### src/rtl/not_gate_demux_core_if.sv
// Bundles the data, enable, lane-select and result signals of
// not_gate_demux_core. Clock and reset stay outside as plain ports.
// The master side drives the bit to invert plus the capture controls.
// The slave side (the core) returns:
//   - the combinational inversion,
//   - the one-hot lane copy,
//   - the capture-valid strobe,
//   - the high-inversion counter.
interface not_gate_demux_core_if #(
  parameter int N_OUT = 4,
  parameter int CNT_W = 8
);

  localparam int SEL_W = $clog2(N_OUT);

  logic             a;
  logic             en;
  logic [SEL_W-1:0] sel;
  logic             not_o;
  logic [N_OUT-1:0] dmx_o;
  logic             valid_o;
  logic [CNT_W-1:0] cnt_o;

  modport master (
    output a,
    output en,
    output sel,
    input  not_o,
    input  dmx_o,
    input  valid_o,
    input  cnt_o
  );

  modport slave (
    input  a,
    input  en,
    input  sel,
    output not_o,
    output dmx_o,
    output valid_o,
    output cnt_o
  );

endinterface

### src/rtl/not_gate_demux_core.sv
// Single-bit inverter with a registered 1-to-N demultiplexed copy of the
// inverted bit.
//
// The inversion itself is purely combinational and never touched by
// clock or reset. Each enabled cycle captures ~a into the selected lane,
// clears every other lane and pulses valid for one cycle. A saturating
// counter tracks how many captures carried a high inverted bit.
//
// A select that points past the last lane (only reachable when N_OUT is
// not a power of two) blanks the lanes and suppresses valid. It leaves
// the counter alone.
module not_gate_demux_core #(
  parameter int N_OUT = 4,
  parameter int SEL_W = $clog2(N_OUT),
  parameter int CNT_W = 8
) (
  input logic                   clk,
  input logic                   rst,
  not_gate_demux_core_if.slave  bus
);

  logic [N_OUT-1:0] r_dmx;
  logic             r_valid;
  logic [CNT_W-1:0] r_cnt;

  logic             w_notA;
  logic [SEL_W-1:0] w_sel;
  logic             w_inRange;
  logic             w_cntFull;
  logic [N_OUT-1:0] w_dmxNext;
  logic             w_validNext;
  logic [CNT_W-1:0] w_cntNext;

  assign w_notA    = ~bus.a;
  assign w_sel     = bus.sel;
  assign w_cntFull = &r_cnt;

  // With a power-of-two lane count every select value names a real lane,
  // so the range test collapses to a constant and no comparator is built.
  if ((1 << SEL_W) == N_OUT) begin : g_fullRange
    assign w_inRange = 1'b1;
  end else begin : g_partialRange
    assign w_inRange = (w_sel < SEL_W'(N_OUT));
  end

  // Work out the next lane pattern, valid strobe and counter value.
  // Lanes are rebuilt from zero on each capture so a previous lane never
  // lingers. When idle the lanes hold and valid drops.
  always_comb begin
    w_dmxNext   = r_dmx;
    w_validNext = 1'b0;
    w_cntNext   = r_cnt;
    if (bus.en) begin
      w_dmxNext = '0;
      if (w_inRange) begin
        for (int i = 0; i < N_OUT; i++) begin
          w_dmxNext[i] = (w_sel == SEL_W'(i)) & w_notA;
        end
        w_validNext = 1'b1;
        if (w_notA && !w_cntFull) begin
          w_cntNext = r_cnt + CNT_W'(1);
        end
      end
    end
  end

  // Register the lane copy, valid strobe and counter.
  // Reset wins over any capture on the same edge.
  always_ff @(posedge clk) begin
    if (rst) begin
      r_dmx   <= '0;
      r_valid <= 1'b0;
      r_cnt   <= '0;
    end else begin
      r_dmx   <= w_dmxNext;
      r_valid <= w_validNext;
      r_cnt   <= w_cntNext;
    end
  end

  assign bus.not_o   = w_notA;
  assign bus.dmx_o   = r_dmx;
  assign bus.valid_o = r_valid;
  assign bus.cnt_o   = r_cnt;

endmodule

### src/flat_wrapper.sv
// flat-port wrapper written by rule: the top's interface ports become plain ports
module not_gate_demux_core_flat 
#(
  parameter int N_OUT = 4,
  parameter int SEL_W = $clog2(N_OUT),
  parameter int CNT_W = 8
)
  (clk, rst, bus_a, bus_en, bus_sel, bus_not_o, bus_dmx_o, bus_valid_o, bus_cnt_o);
  not_gate_demux_core_if #(.N_OUT(N_OUT), .CNT_W(CNT_W)) bus_i ();
  input logic clk;
  input logic rst;
  input wire logic [$bits(bus_i.a)-1:0] bus_a;
  input wire logic [$bits(bus_i.en)-1:0] bus_en;
  input wire logic [$bits(bus_i.sel)-1:0] bus_sel;
  output wire logic [$bits(bus_i.not_o)-1:0] bus_not_o;
  output wire logic [$bits(bus_i.dmx_o)-1:0] bus_dmx_o;
  output wire logic [$bits(bus_i.valid_o)-1:0] bus_valid_o;
  output wire logic [$bits(bus_i.cnt_o)-1:0] bus_cnt_o;
  assign bus_i.a = bus_a;
  assign bus_i.en = bus_en;
  assign bus_i.sel = bus_sel;
  assign bus_not_o = bus_i.not_o;
  assign bus_dmx_o = bus_i.dmx_o;
  assign bus_valid_o = bus_i.valid_o;
  assign bus_cnt_o = bus_i.cnt_o;
  not_gate_demux_core #(.N_OUT(N_OUT), .SEL_W(SEL_W), .CNT_W(CNT_W)) u_core (.clk(clk), .rst(rst), .bus(bus_i));
endmodule
### config.mk
export PLATFORM = sky130hd
export DESIGN_NAME = not_gate_demux_core_flat
export DESIGN_NICKNAME = d
export VERILOG_FILES = /design/src/rtl/not_gate_demux_core_if.sv /design/src/rtl/not_gate_demux_core.sv /design/src/flat_wrapper.sv
export SDC_FILE = /design/constraint.sdc
export NUM_CORES = 1
export LEC_CHECK = 0
export ABC_AREA = 0
export CORE_MARGIN = 2
export CORE_UTILIZATION = 35
export DETAILED_ROUTE_END_ITERATION = 12
export SYNTH_ARGS = -nofsm -noshare
export SYNTH_HDL_FRONTEND = slang
export SYNTH_SLANG_ARGS = --single-unit
### constraint.sdc
create_clock -name clk -period 3.53 [get_ports clk]
set_clock_uncertainty 0.2 [all_clocks]
set_input_delay 1.059 -clock clk [delete_from_list [all_inputs] [get_ports clk]]
set_output_delay 1.059 -clock clk [all_outputs]
set_load 0.01 [all_outputs]
==> results.md <==
* Status: completed
* Largest fanout of any net on the critical path at 5
* Cell chosen for the clock root: clkbuf_4
* Headroom to the max-slew limit at 0.6837
* Unrepaired setup endpoints after global routing: false
* Crit path from: bus_a
* Adder-Cell Fraction of Synth Area at 0.02058
* Portion of the clock cycle consumed by the worst path in the final layout at 0.9676
* Synth top area cells: dfxtp_1, nor2_1, xor2_1
* Detailed-router iteration count before antenna repair at 4
* Endpoint class of the critical path: output pin
* Synth Area in XOR/XNOR at 0.07202
* Leakage at approximately 0.3 nW
* Number of diodes at 0
* Initial Utilization at 0.3640
* End of the critical path: bus_not_o
* Horizontal extent of the die at ~46 um
* Via count of the first global-routing pass at 461
* CP top delay family: buffers and inverters
* Maximum clock path buffer count at 2
* Residual DRC count at 0
* DRC marker count from the first detailed-route iteration at 2
* Cell with the most instances on the worst path: clkdlybuf4s50_1
* Per-instance average area after synthesis at roughly 9.5 um2
* Source-to-sink clock delay at the later pin of the worst-skew pair at about 0.26 ns
* Total Wirelength at between 1000 and 1500 um
* Synth Area in Simple Gates at 0.2757
* Number of buffers inserted for hold repair after clock tree synthesis at 0
* Total Neg Setup Slack at 0 ns
* Antenna violations before repair at 0
* Startpoint of the most critical hold path: u_core.bus.dmx_o[3]$_SDFFE_PP0P_
* P&R area growth vs syn at 37.24%
* Standard-cell row count at 15
* Sequential fraction of the synthesis area at 0.4280
* Pins Over Slew Limit at 0
* Clock tree from TritonCTS: yes
* Chip Height at about 46 um
* Maximum frequency from static timing analysis at between 200 and 300 MHz
* Synthesis-stage register bit count at 13
* Crit path buf inv count at 3
* Die Footprint at about 0.0021 mm2
* Combinational family with the most area after synthesis: simple AND/OR/NAND/NOR gates
* Total of buffers placed on input and output ports at 19
* FF-to-FF Start: u_core.bus.cnt_o[0]$_SDFFE_PP0P_
* Gr usage total at 0.1251
* Post_cts resized at 0
* Maximum vdd ir drop at ~0.00015 V
* Kind of critical path: in2out
* Time the worst path needs with I/O delays and setup at about 3.4 ns
* H-tree depth at 1
* Number of setup violations in the final report at 0
* Largest stage delay, worst path at between 0.5 and 0.6 ns
* WL per Instance at roughly 11 um
* I/O pin total at 20
* Synth async-reset ratio at 0
* Kind of launch point of the worst setup path: primary input
* TritonCTS buffer count at 3
* Most common library cell in the layout ignoring fill and taps: clkdlybuf4s50_1
* Worst hold slack across all endpoints at roughly 0.27 ns
* Mapped Nets at 71
* Largest net degree at the start of global routing at 14
* Clock Pin Slew Worst Setup and Hold Paths at around 0.080 ns
* Crit path depth at 3
* Warnings from Yosys at 0
* Arrival time at the worst endpoint at between 2 and 2.5 ns
* Ordered cell list for the critical path: clkdlybuf4s50_1, inv_1, clkdlybuf4s50_1
* Top library cells by usage in the layout, fill and taps aside: clkdlybuf4s50_1, dfxtp_1, nor2_1, a21oi_1, xor2_1
* Max cap viols at 0
* Standard cell core area at about 0.0017 mm2
* First-pass GRT wire length at between 1500 and 2000 um
* Data required time of the critical path at 2.27 ns
* Post-synthesis mux area share at 0.04938
* DR vias at 526
* Final weighted congestion in routability-driven placement at 0.7820
* Via count normalized by instance count at 5.157
* Share of the synthesized area in compound gates (AO/OA/AOI/OAI) at 0.1235
* Number of cells produced by synthesis at 64
* Leading register cell type out of synthesis: dfxtp_1
* Area share of the leading cell type in the synthesized netlist at 0.4280
* Number of synthesized flops with an enable pin at 0
* Total global routing overflow at 0
* Total power consumption of the routed design at 269.0 uW
* Slowest stage cell on the critical path: clkdlybuf4s50_1
* Number of buffers inserted to repair setup after CTS at 0
* Reg-to-Reg End: u_core.bus.cnt_o[7]$_SDFFE_PP0P_
* Register-to-register setup slack at roughly 1.8 ns
* Post-layout worst setup margin at ~0.11 ns
* Worst slack, placed at between 0.1 and 0.15 ns
* Pin slew with the least headroom to its limit at roughly 0.47 ns
* Cell taking the most area after synthesis: dfxtp_1
* Final HPWL DP at around 830 um
* CTS Sinks at 13
* Count of nets left with antenna violations after detail routing at 0
* Pwr/cell area at between 300 and 400 mW/mm2
* Final net count at 93
* Worst reg-to-reg path cell count at 5
* Fraction of final layout cells sized beyond drive strength 1 at 0.09412
* Hold violation total from the final report at 0
* Cell area after synthesis at between 600 and 700 um2
* Worst hold path class: reg2reg
* Yosys cell types at 28
## cells in the mapped netlist, types with 2 or more instances
master	instances
dfxtp_1	13
nor2_1	10
a21oi_1	4
xor2_1	4
mux2i_1	3
o211ai_1	3
and3_1	2
inv_1	2
nand2_1	2
nand2b_1	2
nand3_1	2
## stage by stage
stage	utilization	cells	cell area, um2
3_3_place_gp	0.4839	98	808.3
2_1_floorplan	-	64	608.1
5_1_grt	0.4996	102	834.6
3_5_place_dp	0.4839	98	808.3
4_1_cts	0.4996	102	834.6
6_report	0.4996	102	834.6
## flip-flops by register name (all words and copies together) (netlist names)
signal              flops
u_core.bus.dmx_o        4
u_core.bus.cnt_o        8
u_core.bus.valid_o      1
## worst reg2reg max path: cells and delay by family (launching register included)
kind / cells / cell delay [ns]
fa+ha+maj: 1 / 0.25
flops: 1 / 0.35
compound gates: 2 / 0.25
simple gates: 2 / 0.62
## worst min-delay path by stage
stage,cells past startpoint,to
5_1_grt,2,u_core.bus.dmx_o[3]$_SDFFE_PP0P_
4_1_cts,2,u_core.bus.dmx_o[1]$_SDFFE_PP0P_
6_report,2,u_core.bus.dmx_o[3]$_SDFFE_PP0P_
3_5_place_dp,2,u_core.bus.dmx_o[3]$_SDFFE_PP0P_
3_3_place_gp,2,u_core.bus.dmx_o[3]$_SDFFE_PP0P_
2_1_floorplan,2,u_core.bus.dmx_o[3]$_SDFFE_PP0P_
## area by class of cell
type	instances	area, um2
clock buffers	4	26.28
fillers	166	835.8
multi-input cells	47	329.1
repair buffers	19	190.2
flip-flops and latches	13	260.3
inverters	2	7.507
well taps	17	21.27
## per-layer routing
metal	vias to the layer above	part of all wire	track usage
met5	-	0	0
li1	270	-	-
met1	234	0.49	0.1582
met3	2	0.068	0.03968
met4	0	0.0086	0.05294
met2	20	0.43	0.1944
## power breakdown
| part | internal, mW | switching, mW | leakage, nW |
|---|---|---|---|
| Clock | 0.0436 | 0.0428 | 0.0150 |
| Sequential | 0.150 | 0.00246 | 0.105 |
| Combinational | 0.0171 | 0.0134 | 0.186 |
| Total | 0.210 | 0.0586 | 0.307 |
## cells by family (layout without fill, tap and decap cells)
| kind of cell | count (synthesis) | in the layout |
|---|---|---|
| buffers and inverters | 4 | 25 |
| AO/OA/AOI/OAI | 10 | 10 |
| multiplexers | 3 | 3 |
| adder cells (fa/ha/maj) | 1 | 1 |
| flip-flops | 13 | 13 |
| XOR/XNOR | 5 | 5 |
| AND/OR/NAND/NOR | 28 | 28 |
Power figures use the tool's default switching activity.
